File: config.mk
export PLATFORM = sky130hd
export DESIGN_NAME = uart_result_tx_flat
export DESIGN_NICKNAME = d
export VERILOG_FILES = /design/src/rtl/uart_result_tx_pkg.sv /design/src/rtl/uart_result_tx_if.sv /design/src/rtl/uart_result_tx_sync_fifo.sv /design/src/rtl/uart_result_tx.sv /design/src/flat_wrapper.sv
export SDC_FILE = /design/constraint.sdc
export NUM_CORES = 1
export LEC_CHECK = 0
export CAP_MARGIN = 20
export CORE_MARGIN = 4
export CORE_UTILIZATION = 25
export DETAILED_ROUTE_END_ITERATION = 8
export DONT_BUFFER_PORTS = 1
export PLACE_DENSITY = 0.48
export SETUP_SLACK_MARGIN = 0.15
export SLEW_MARGIN = 30
export SYNTH_ARGS = -nofsm -noshare
export SYNTH_HDL_FRONTEND = slang
export SYNTH_SLANG_ARGS = --single-unit
export TNS_END_PERCENT = 5
File: constraint.sdc
create_clock -name i_clock -period 1.65 [get_ports i_clock]
set_input_delay 0.4125 -clock i_clock [delete_from_list [all_inputs] [get_ports i_clock]]
set_output_delay 0.4125 -clock i_clock [all_outputs]
set_load 0.02 [all_outputs]
File: src/rtl/uart_result_tx_pkg.sv
// Shared definitions for the UART result transmitter: default widths,
// the default frame header value and the transmit FSM state encoding.
package uart_result_tx_pkg;

    localparam int         NB_DATA_DEF     = 8;
    localparam logic [7:0] HEADER_BYTE_DEF = 8'hA5;

    typedef enum logic [1:0] {
        IDLE  = 2'd0,
        START = 2'd1,
        WAIT  = 2'd2,
        HDR   = 2'd3
    } state_e;

endpackage

File: src/rtl/uart_result_tx_if.sv
// Signal bundle between the ALU/UART-TX side (master) and the result
// transmitter (slave). Clock and reset stay outside the bundle.
interface uart_result_tx_if
    import uart_result_tx_pkg::*;
#(
    parameter int NB_DATA = NB_DATA_DEF
);
    logic               i_result_valid;
    logic [NB_DATA-1:0] i_result;
    logic               o_result_ready;
    logic [NB_DATA-1:0] o_tx_data;
    logic               o_tx_start;
    logic               i_tx_done;
    logic               o_busy;
    logic               o_overflow;

    modport master (
        output i_result_valid, i_result, i_tx_done,
        input  o_result_ready, o_tx_data, o_tx_start, o_busy, o_overflow
    );

    modport slave (
        input  i_result_valid, i_result, i_tx_done,
        output o_result_ready, o_tx_data, o_tx_start, o_busy, o_overflow
    );

endinterface

File: src/rtl/uart_result_tx_sync_fifo.sv
// Single-clock FIFO with registered full/empty flags. A push while full
// is ignored (the caller decides what that means); a pop while empty is
// ignored. Depth is 2**NB_PTR, pointers wrap naturally.
module sync_fifo #(
    parameter int NB_DATA = 8,
    parameter int NB_PTR  = 2
) (
    input  logic               clk_i,
    input  logic               rst_ni,
    input  logic               push_i,
    input  logic [NB_DATA-1:0] data_i,
    input  logic               pop_i,
    output logic [NB_DATA-1:0] data_o,
    output logic               full_o,
    output logic               empty_o
);
    localparam int                DEPTH   = 1 << NB_PTR;
    localparam logic [NB_PTR:0]   DEPTH_C = (NB_PTR + 1)'(DEPTH);

    logic [NB_DATA-1:0] mem_q [DEPTH];
    logic [NB_PTR-1:0]  wr_q, wr_d;
    logic [NB_PTR-1:0]  rd_q, rd_d;
    logic [NB_PTR:0]    cnt_q, cnt_d;
    logic               full_q, full_d;
    logic               empty_q, empty_d;
    logic               do_push;
    logic               do_pop;

    assign do_push = push_i && !full_q;
    assign do_pop  = pop_i && !empty_q;

    // Next pointer/count/flag values from the qualified push and pop.
    always_comb begin
        wr_d  = wr_q;
        rd_d  = rd_q;
        cnt_d = cnt_q;
        if (do_push) begin
            wr_d = wr_q + 1'b1;
        end
        if (do_pop) begin
            rd_d = rd_q + 1'b1;
        end
        if (do_push && !do_pop) begin
            cnt_d = cnt_q + 1'b1;
        end else if (!do_push && do_pop) begin
            cnt_d = cnt_q - 1'b1;
        end
        full_d  = (cnt_d == DEPTH_C);
        empty_d = (cnt_d == '0);
    end

    // Control state: pointers, occupancy and flags.
    always_ff @(posedge clk_i or negedge rst_ni) begin
        if (!rst_ni) begin
            wr_q    <= '0;
            rd_q    <= '0;
            cnt_q   <= '0;
            full_q  <= 1'b0;
            empty_q <= 1'b1;
        end else begin
            wr_q    <= wr_d;
            rd_q    <= rd_d;
            cnt_q   <= cnt_d;
            full_q  <= full_d;
            empty_q <= empty_d;
        end
    end

    // Storage array; contents need no reset since empty gates every read.
    always_ff @(posedge clk_i) begin
        if (do_push) begin
            mem_q[wr_q] <= data_i;
        end
    end

    assign data_o  = mem_q[rd_q];
    assign full_o  = full_q;
    assign empty_o = empty_q;

endmodule

File: src/rtl/uart_result_tx.sv
// Buffers ALU result bytes and hands them one at a time to a UART TX core
// through a start/done handshake. Optional build macro
// UART_RESULT_TX_HEADER_EN prefixes every result with HEADER_BYTE as its
// own UART frame; the result stays queued until the header is done.
module uart_result_tx
    import uart_result_tx_pkg::*;
#(
    parameter int                 NB_DATA     = NB_DATA_DEF,
    parameter int                 FIFO_DEPTH  = 4,
    parameter int                 NB_PTR      = 2,
    parameter logic [NB_DATA-1:0] HEADER_BYTE = HEADER_BYTE_DEF
) (
    input logic             i_clock,
    input logic             i_reset,
    uart_result_tx_if.slave bus
);
    state_e             state_q, state_d;
    logic [NB_DATA-1:0] tx_data_q, tx_data_d;
    logic               start_q, start_d;
    logic               ovf_q, ovf_d;
    logic               fifo_pop;
    logic [NB_DATA-1:0] fifo_head;
    logic               fifo_full;
    logic               fifo_empty;

    // FIFO_DEPTH is implied by NB_PTR; the relation is evaluated here only.
    logic unused_cfg;
    assign unused_cfg = (FIFO_DEPTH == (1 << NB_PTR));

    sync_fifo #(
        .NB_DATA (NB_DATA),
        .NB_PTR  (NB_PTR)
    ) u_fifo (
        .clk_i   (i_clock),
        .rst_ni  (i_reset),
        .push_i  (bus.i_result_valid),
        .data_i  (bus.i_result),
        .pop_i   (fifo_pop),
        .data_o  (fifo_head),
        .full_o  (fifo_full),
        .empty_o (fifo_empty)
    );

    // Transmit FSM: pop, load the byte, pulse start, wait for done.
    always_comb begin
        state_d   = state_q;
        tx_data_d = tx_data_q;
        start_d   = 1'b0;
        fifo_pop  = 1'b0;
        case (state_q)
            IDLE: begin
                if (!fifo_empty) begin
`ifdef UART_RESULT_TX_HEADER_EN
                    tx_data_d = HEADER_BYTE;
                    start_d   = 1'b1;
                    state_d   = HDR;
`else
                    fifo_pop  = 1'b1;
                    tx_data_d = fifo_head;
                    start_d   = 1'b1;
                    state_d   = START;
`endif
                end
            end
            START: begin
                state_d = WAIT;
            end
            WAIT: begin
                if (bus.i_tx_done) begin
                    state_d = IDLE;
                end
            end
            HDR: begin
`ifdef UART_RESULT_TX_HEADER_EN
                // A done coinciding with the header's own start pulse is spurious.
                if (bus.i_tx_done && !start_q) begin
                    fifo_pop  = 1'b1;
                    tx_data_d = fifo_head;
                    start_d   = 1'b1;
                    state_d   = START;
                end
`else
                state_d = IDLE;
`endif
            end
            default: begin
                state_d = IDLE;
            end
        endcase
    end

`ifndef UART_RESULT_TX_HEADER_EN
    logic unused_hdr;
    assign unused_hdr = ^HEADER_BYTE;
`endif

    assign ovf_d = ovf_q | (bus.i_result_valid & fifo_full);

    // State and output registers; reset drops start immediately.
    always_ff @(posedge i_clock or negedge i_reset) begin
        if (!i_reset) begin
            state_q   <= IDLE;
            tx_data_q <= '0;
            start_q   <= 1'b0;
            ovf_q     <= 1'b0;
        end else begin
            state_q   <= state_d;
            tx_data_q <= tx_data_d;
            start_q   <= start_d;
            ovf_q     <= ovf_d;
        end
    end

    assign bus.o_tx_data      = tx_data_q;
    assign bus.o_tx_start     = start_q;
    assign bus.o_overflow     = ovf_q;
    assign bus.o_result_ready = !fifo_full;
    assign bus.o_busy         = !fifo_empty || (state_q != IDLE);

endmodule

File: src/flat_wrapper.sv
// flat-port wrapper written by rule: the top's interface ports become plain ports
module uart_result_tx_flat import uart_result_tx_pkg::*;
#(
    parameter int                 NB_DATA     = NB_DATA_DEF,
    parameter int                 FIFO_DEPTH  = 4,
    parameter int                 NB_PTR      = 2,
    parameter logic [NB_DATA-1:0] HEADER_BYTE = HEADER_BYTE_DEF
)
  (i_clock, i_reset, bus_i_result_valid, bus_i_result, bus_i_tx_done, bus_o_result_ready, bus_o_tx_data, bus_o_tx_start, bus_o_busy, bus_o_overflow);
  uart_result_tx_if #(.NB_DATA(NB_DATA)) bus_i ();
  input logic i_clock;
  input logic i_reset;
  input wire logic [$bits(bus_i.i_result_valid)-1:0] bus_i_result_valid;
  input wire logic [$bits(bus_i.i_result)-1:0] bus_i_result;
  input wire logic [$bits(bus_i.i_tx_done)-1:0] bus_i_tx_done;
  output wire logic [$bits(bus_i.o_result_ready)-1:0] bus_o_result_ready;
  output wire logic [$bits(bus_i.o_tx_data)-1:0] bus_o_tx_data;
  output wire logic [$bits(bus_i.o_tx_start)-1:0] bus_o_tx_start;
  output wire logic [$bits(bus_i.o_busy)-1:0] bus_o_busy;
  output wire logic [$bits(bus_i.o_overflow)-1:0] bus_o_overflow;
  assign bus_i.i_result_valid = bus_i_result_valid;
  assign bus_i.i_result = bus_i_result;
  assign bus_i.i_tx_done = bus_i_tx_done;
  assign bus_o_result_ready = bus_i.o_result_ready;
  assign bus_o_tx_data = bus_i.o_tx_data;
  assign bus_o_tx_start = bus_i.o_tx_start;
  assign bus_o_busy = bus_i.o_busy;
  assign bus_o_overflow = bus_i.o_overflow;
  uart_result_tx #(.NB_DATA(NB_DATA), .FIFO_DEPTH(FIFO_DEPTH), .NB_PTR(NB_PTR), .HEADER_BYTE(HEADER_BYTE)) u_core (.i_clock(i_clock), .i_reset(i_reset), .bus(bus_i));
endmodule
# --- Word level (Yosys, flattened, before mapping) ---
# Memory sizes are Yosys's and may differ from the RTL's. A register that Yosys moved wholly into a read port is not among the register bits.
# Cells that the tools add are included.
totals:
  reg_bits: 13
  mem_bits_rw: 32
  in_bits: 12
  output_inout_bits: 12
  wordCells: 46
  memories: 1
op_classes:
  add_sub_neg: 4
  eq_ne: 6
  n_mux: 9
  bitwise: 3
  n_reduce_logical: 15
mem_list:
  columns: ["name", "words", "word_bits", "read_ports", "rd_clocked_by_memory_dff", "write_ports", "line", "rtl"]
  rows:
  - ["u_core.u_fifo.mem_q", 4, 8, 1, 1, 1, "uart_result_tx_sync_fifo.sv:20", "logic [NB_DATA-1:0] mem_q [DEPTH];"]
op_table:
  columns: ["cell", "n"]
  rows:
  - ["case mux 2 bit (4 select lines)", 1]
  - ["two-way mux 3 bit", 2]
  - ["logical NOT 1 bit", 5]
  - ["adder 2 x 1 -> 2 bit, second input constant", 2]
  - ["== test 2 bit, second input constant", 2]
  - ["logical AND 1 bit", 4]
  - ["two-way mux 1 bit", 4]
  - ["two-way mux 2 bit", 2]
  - ["inequality test 2 bit, second input constant", 2]
  - ["AND reduction 2 bit", 2]
  - ["adder 3 x 1 -> 3 bit, second input constant", 1]
  - ["== test 3 bit, second input constant", 1]
  - ["logical NOT 3 bit", 1]
  - ["subtractor 3 x 1 -> 3 bit, second input constant", 1]
  - ["== test 2 x 1 -> 1 bit, second input constant", 1]
  - ["logical NOT 2 bit", 1]
  - ["nonzero test 2 bit", 1]
  - ["bitwise AND 1 bit", 1]
  - ["logical OR 1 bit", 1]
  - ["inverter 1 bit", 1]
  - ["OR 1 bit", 1]

# --- Longest topological paths before layout ---
depth:
  depth_word: 7
  depth_mapped: 6
  depth_no_buf: 6

# --- By module ---
# A second synthesis with hierarchy kept.
hier_totals:
  hier_cells: 122
  area_unflattened_um2: 2152.1
by_module_without_submodules:
  columns: ["mod", "n_inst", "cells_each", "area_per_inst_um2", "seq_area_each_um2"]
  rows:
  - ["sync_fifo", 1, 94, 1706.6, 1187.4]
  - ["uart_result_tx", 1, 28, 445.4, 300.3]

# --- Least setup slack after synthesis ---
# Ideal clock, no wire load.
synth_timing:
  path_kind: "in2reg"
  startpoint: "in bus_i_result_valid"
  endpoint: "mem u_core.u_fifo.mem_q[0][0] (enable)"
  setup_ps: 332
  t_arrival_ps: 1218
  required_time_ps: 1318
  setup_slack_ps: 100
  cell_stages: 3
  path_buffers: 1
  path_cell_list: "nor2b_1 > clkbuf_1 > and2_1"
synth_via:
  elab_chain_len: 3
synth_rtl:
  columns: ["element", "line", "rtl"]
  rows:
  - ["start, declared", "flat_wrapper.sv:13", "input wire logic [$bits(bus_i.i_result_valid)-1:0] bus_i_result_valid;"]
  - ["logical AND 1 bit", "uart_result_tx_sync_fifo.sv:29", "assign do_push = push_i && !full_q;"]
  - ["two-way mux 1 bit", "uart_result_tx_sync_fifo.sv:71", "if (do_push) begin"]
  - ["two-way mux 1 bit (not written as such)", "uart_result_tx_sync_fifo.sv:72", "mem_q[wr_q] <= data_i;"]
  - ["end, declared", "uart_result_tx_sync_fifo.sv:20", null]
# No other way between the ends.

# --- Final worst setup path ---
layout_timing:
  startpoint: "reg u_core.u_fifo.empty_q (netlist: u_core.u_fifo.empty_o)"
  endpoint: "reg u_core.u_fifo.empty_q (netlist: u_core.u_fifo.empty_o)"
layout_via:
  elab_chain_len: 7
  elab_cells_between_ends: 10
  cone_classes: "4 x mux; 6 x reduce/logical"
layout_rtl:
  columns: ["element", "line", "rtl"]
  rows:
  - ["start, declared", "uart_result_tx_sync_fifo.sv:25", "logic empty_q, empty_d;"]
  - ["start signal, assigned", "uart_result_tx_sync_fifo.sv:65", "empty_q <= empty_d;"]
  - ["two-way mux 1 bit", "uart_result_tx.sv:52", "if (!fifo_empty) begin"]
  - ["two-way mux 1 bit", "uart_result_tx.sv:50", "case (state_q)"]
  - ["logical AND 1 bit (*)", "uart_result_tx_sync_fifo.sv:30", "assign do_pop = pop_i && !empty_q;"]
  - ["logical AND 1 bit or logical NOT 1 bit (tied branches)", "uart_result_tx_sync_fifo.sv:45, uart_result_tx_sync_fifo.sv:43", null]
  - ["two-way mux 3 bit or logical AND 1 bit (tied branches)", "uart_result_tx_sync_fifo.sv:45, uart_result_tx_sync_fifo.sv:43", null]
  - ["two-way mux 3 bit (*)", "uart_result_tx_sync_fifo.sv:43", "if (do_push && !do_pop) begin"]
  - ["logical NOT 3 bit (*)", "uart_result_tx_sync_fifo.sv:49", "empty_d = (cnt_d == '0);"]
  - ["net u_core.u_fifo.empty_d", "uart_result_tx_sync_fifo.sv:25", null]
# Mark *: on every way through the listed nets, which the timed path passes. The rest lies on a longest branch.
# A chain may end at the register's enable or synchronous reset.

==> results.sh <==
export IMPL_outcome="finished clean"
export IMPL_dp_cells=249
export IMPL_place_port_buffers=0
export IMPL_slowest_delay_ps=430
export IMPL_drtAntennaViolNets=0
export IMPL_syn_nets=159
export IMPL_cts_buffers=5
export IMPL_peakVddDrop_v=0.0006989
export IMPL_grt_pass1_vias=1288
export IMPL_crit_slowest_cell="or3_4"
export IMPL_p_total_mw=4.715
export IMPL_worstHoldPathType="in2async"
export IMPL_dp_hpwl_mm=2.730
export IMPL_p_sw_mw=1.634
export IMPL_clkLatencyLatePin_ps=310
export IMPL_path_cells="or3_4 > clkinv_8 > xnor2_4 > a221oi_2 > o21ba_1"
export IMPL_path_buf_inv=1
export IMPL_powerDensity_mw_per_mm2=1893
export IMPL_die_area_mm2=0.01013
export IMPL_fmax_mhz=659.8
export IMPL_layout_nets=175
export IMPL_clkPwrFrac_pct=18.4
export IMPL_maxCapViolations=0
export IMPL_p_leak_nw=0.9744
export IMPL_cp_arrival_ps=1760
export IMPL_die_y_um=100.6
export IMPL_finClkSkew_ps=11.49
export IMPL_drt_iter0_markers=20
export IMPL_syn_cell_area_mm2=0.002146
export IMPL_core_mm2=0.008299
export IMPL_worstMarginPinSlew_ps=521.6
export IMPL_slew_limit_headroom_pct=65.23
export IMPL_wire_per_inst_um=15.12
export IMPL_slew_violations=0
export IMPL_p_comb_share_pct=34.9
export IMPL_antenna_found_initial=0
export IMPL_dr_total_vias=1124
export IMPL_stdcell_area_mm2=0.002491
export IMPL_yosysMostFrequentCell="edfxtp_1"
export IMPL_placed_cell_area_mm2=0.002313
export IMPL_yosysUniqueCellTypes=30
export IMPL_yosysWarningCount=0
export IMPL_synth_seq_cells=53
export IMPL_ys_seq_area_share_pct=69.33
export IMPL_cts_tree="built"
export IMPL_fin_cells=264
export IMPL_first_pass_iters=4
export IMPL_final_util_pct=30.02
export IMPL_ys_flop_type="edfxtp_1"
export IMPL_drive_gt1_share_pct=24.05
export IMPL_seqPwrFrac_pct=46.7
export IMPL_synthToLayoutAreaGrowth_pct=16.09
export IMPL_setup_viol=0
export IMPL_p_int_mw=3.081
export IMPL_synthCells=141
export IMPL_overflow=0
export IMPL_io_pins=24
export IMPL_routed_via_density=4.258
export IMPL_drc_errors=0
export IMPL_crit_path_start_kind="flop"
export IMPL_cts_max_path_buffers=2
export IMPL_netlist_top_cells_count="32 x edfxtp_1, 28 x nand2_1, 20 x dfrtp_1"
export IMPL_cp_required_ps=1890
export IMPL_path_class="reg2reg"
export IMPL_syn_avg_cell_area_um2=15.22
export IMPL_nFillCells=807
export IMPL_finalHoldViolCount=0
export IMPL_sw_frac_of_total_pct=34.66
export IMPL_post_route_min_period_ps=1516
export IMPL_gp_congestion=0.6837
export IMPL_clk_pin_slew_ps=100
export IMPL_ys_async_sr_fraction_pct=39.62
export IMPL_die_width_um=100.6
export IMPL_grt_pass1_wl_mm=6.486
export IMPL_worstSetupEndpointType="flop"
export IMPL_rsz0062_at_grt="yes"
export IMPL_start_util_pct=25.86
export IMPL_synth_area_top_cells="edfxtp_1 45%, dfrtp_1 23%, mux4_2 8.4%, nand2_1 4.9%, ha_1 3.5%"
export IMPL_root_buffer="clkbuf_8"
export IMPL_routed_wirelength_mm=3.992
export IMPL_grt_max_degree=22
export IMPL_finalCritPeriodShare_pct=91.85
export IMPL_crit_family="compound AO/OA/AOI/OAI gates"
export IMPL_synth_top_area_cell="edfxtp_1"
export IMPL_clkSinkCount=53
export IMPL_synth_edf_count=32
export IMPL_yosys_area_top_type_share_pct=44.78
export IMPL_num_rows=33
export IMPL_holdWs_ps=66.89
export IMPL_crit_path_max_fanout=5
export IMPL_grtUsageTotal_pct=8.563
export IMPL_htreeDepth=2
==> repair_timing <==
| item | 4_1_cts | 5_1_grt |
|---|---|---|
| hold buffers | 1 | 0 |
| hold endpoints to repair | 21 | 0 |
| pin swaps | 4 | 0 |
| gates cloned | 0 | 0 |
| buffers inserted | 4 | 1 |
| resized for setup | 4 | 0 |
| endpoints found under the setup margin | 6 | 5 |
==> routing by layer <==
layer | global-route usage [%] | part of all wire [%] | vias to the layer above
met2 | 15.54 | 53 | 20
li1 | - | - | 522
met4 | 3.420 | 1.7 | 0
met1 | 8.970 | 41 | 576
met5 | 0 | 0 | -
met3 | 2.976 | 5.0 | 6
==> per-stage QoR <==
stage	setup TNS, ps	worst slack, ps
6_report	0	134.5
5_1_grt	0	71.64
4_1_cts	0	142.1
3_5_place_dp	-7.910	-7.910
3_3_place_gp	0	70.43
2_1_floorplan	0	100.6
==> placed cells by master, fill, tap and decap left out, types with 2 or more instances in the layout <==
cell type	n
and2_1	3
buf_4	14
clkbuf_8	5
dfrtp_1	20
edfxtp_1	32
ha_1	6
inv_1	6
mux4_2	8
nand2_1	27
nand2b_1	2
nand3_1	2
nor2_1	5
nor3_1	2
o21ai_0	2
xnor2_1	4
==> final cells by class <==
type / instances / area [um2] / area share (%)
Antenna cell: 1 / 2.502 / 0.1005
Inverter: 7 / 38.79 / 1.557
Multi-Input combinational cell: 75 / 609.3 / 24.46
Clock inverter: 2 / 38.79 / 1.557
Timing Repair Buffer: 15 / 110.1 / 4.420
Sequential cell: 53 / 1488 / 59.72
Clock buffer: 6 / 72.57 / 2.913
Tap cell: 105 / 131.4 / 5.274
==> cell families after synthesis <==
family	count (synthesis)	share of synthesized area (%)
XOR/XNOR	5	2.391
buffers and inverters	13	3.324
AO/OA/AOI/OAI	8	2.974
flip-flops	53	69.33
adder cells (fa/ha/maj)	6	3.498
multiplexers	9	8.863
AND/OR/NAND/NOR	47	9.621
==> sequential cells by signal, summed over array words and instances (netlist names) <==
signal                 count
u_core.u_fifo.mem_q       32
u_core.bus.o_tx_data       8
u_core.u_fifo.cnt_q        3
u_core.state_q             2
u_core.u_fifo.rd_q         2
u_core.u_fifo.wr_q         2
u_core.bus.o_overflow      1
u_core.bus.o_tx_start      1
u_core.u_fifo.empty_o      1
u_core.u_fifo.full_o       1
==> power groups by stage <==
stage	registers, mW	clock network [mW]	logic (mW)
floorplan	2.13	0	1.18
global placement	2.22	0	1.44
detailed placement	2.24	0	1.50
CTS	2.21	0.896	1.65
global route	2.24	0.944	1.84
finish	2.20	0.868	1.65
==> final timing paths <==
kind / startpoint / to / slack, ps / depth (start not counted)
max: u_core.u_fifo.empty_o / u_core.u_fifo.empty_o / 130 / 5
min in group i_clock: bus_i_result[6] / u_core.u_fifo.mem_q[0][6] / 190 / 0
min reg2reg: u_core.u_fifo.full_o / u_core.bus.o_overflow / 540 / 1
max reg2reg: u_core.u_fifo.empty_o / u_core.u_fifo.empty_o / 130 / 5
min: i_reset / u_core.bus.o_overflow / 70 / 1
max in group asynchronous: i_reset / u_core.bus.o_tx_data[4] / 1220 / 1
No activity file was read; power rests on OpenSTA's default activity.
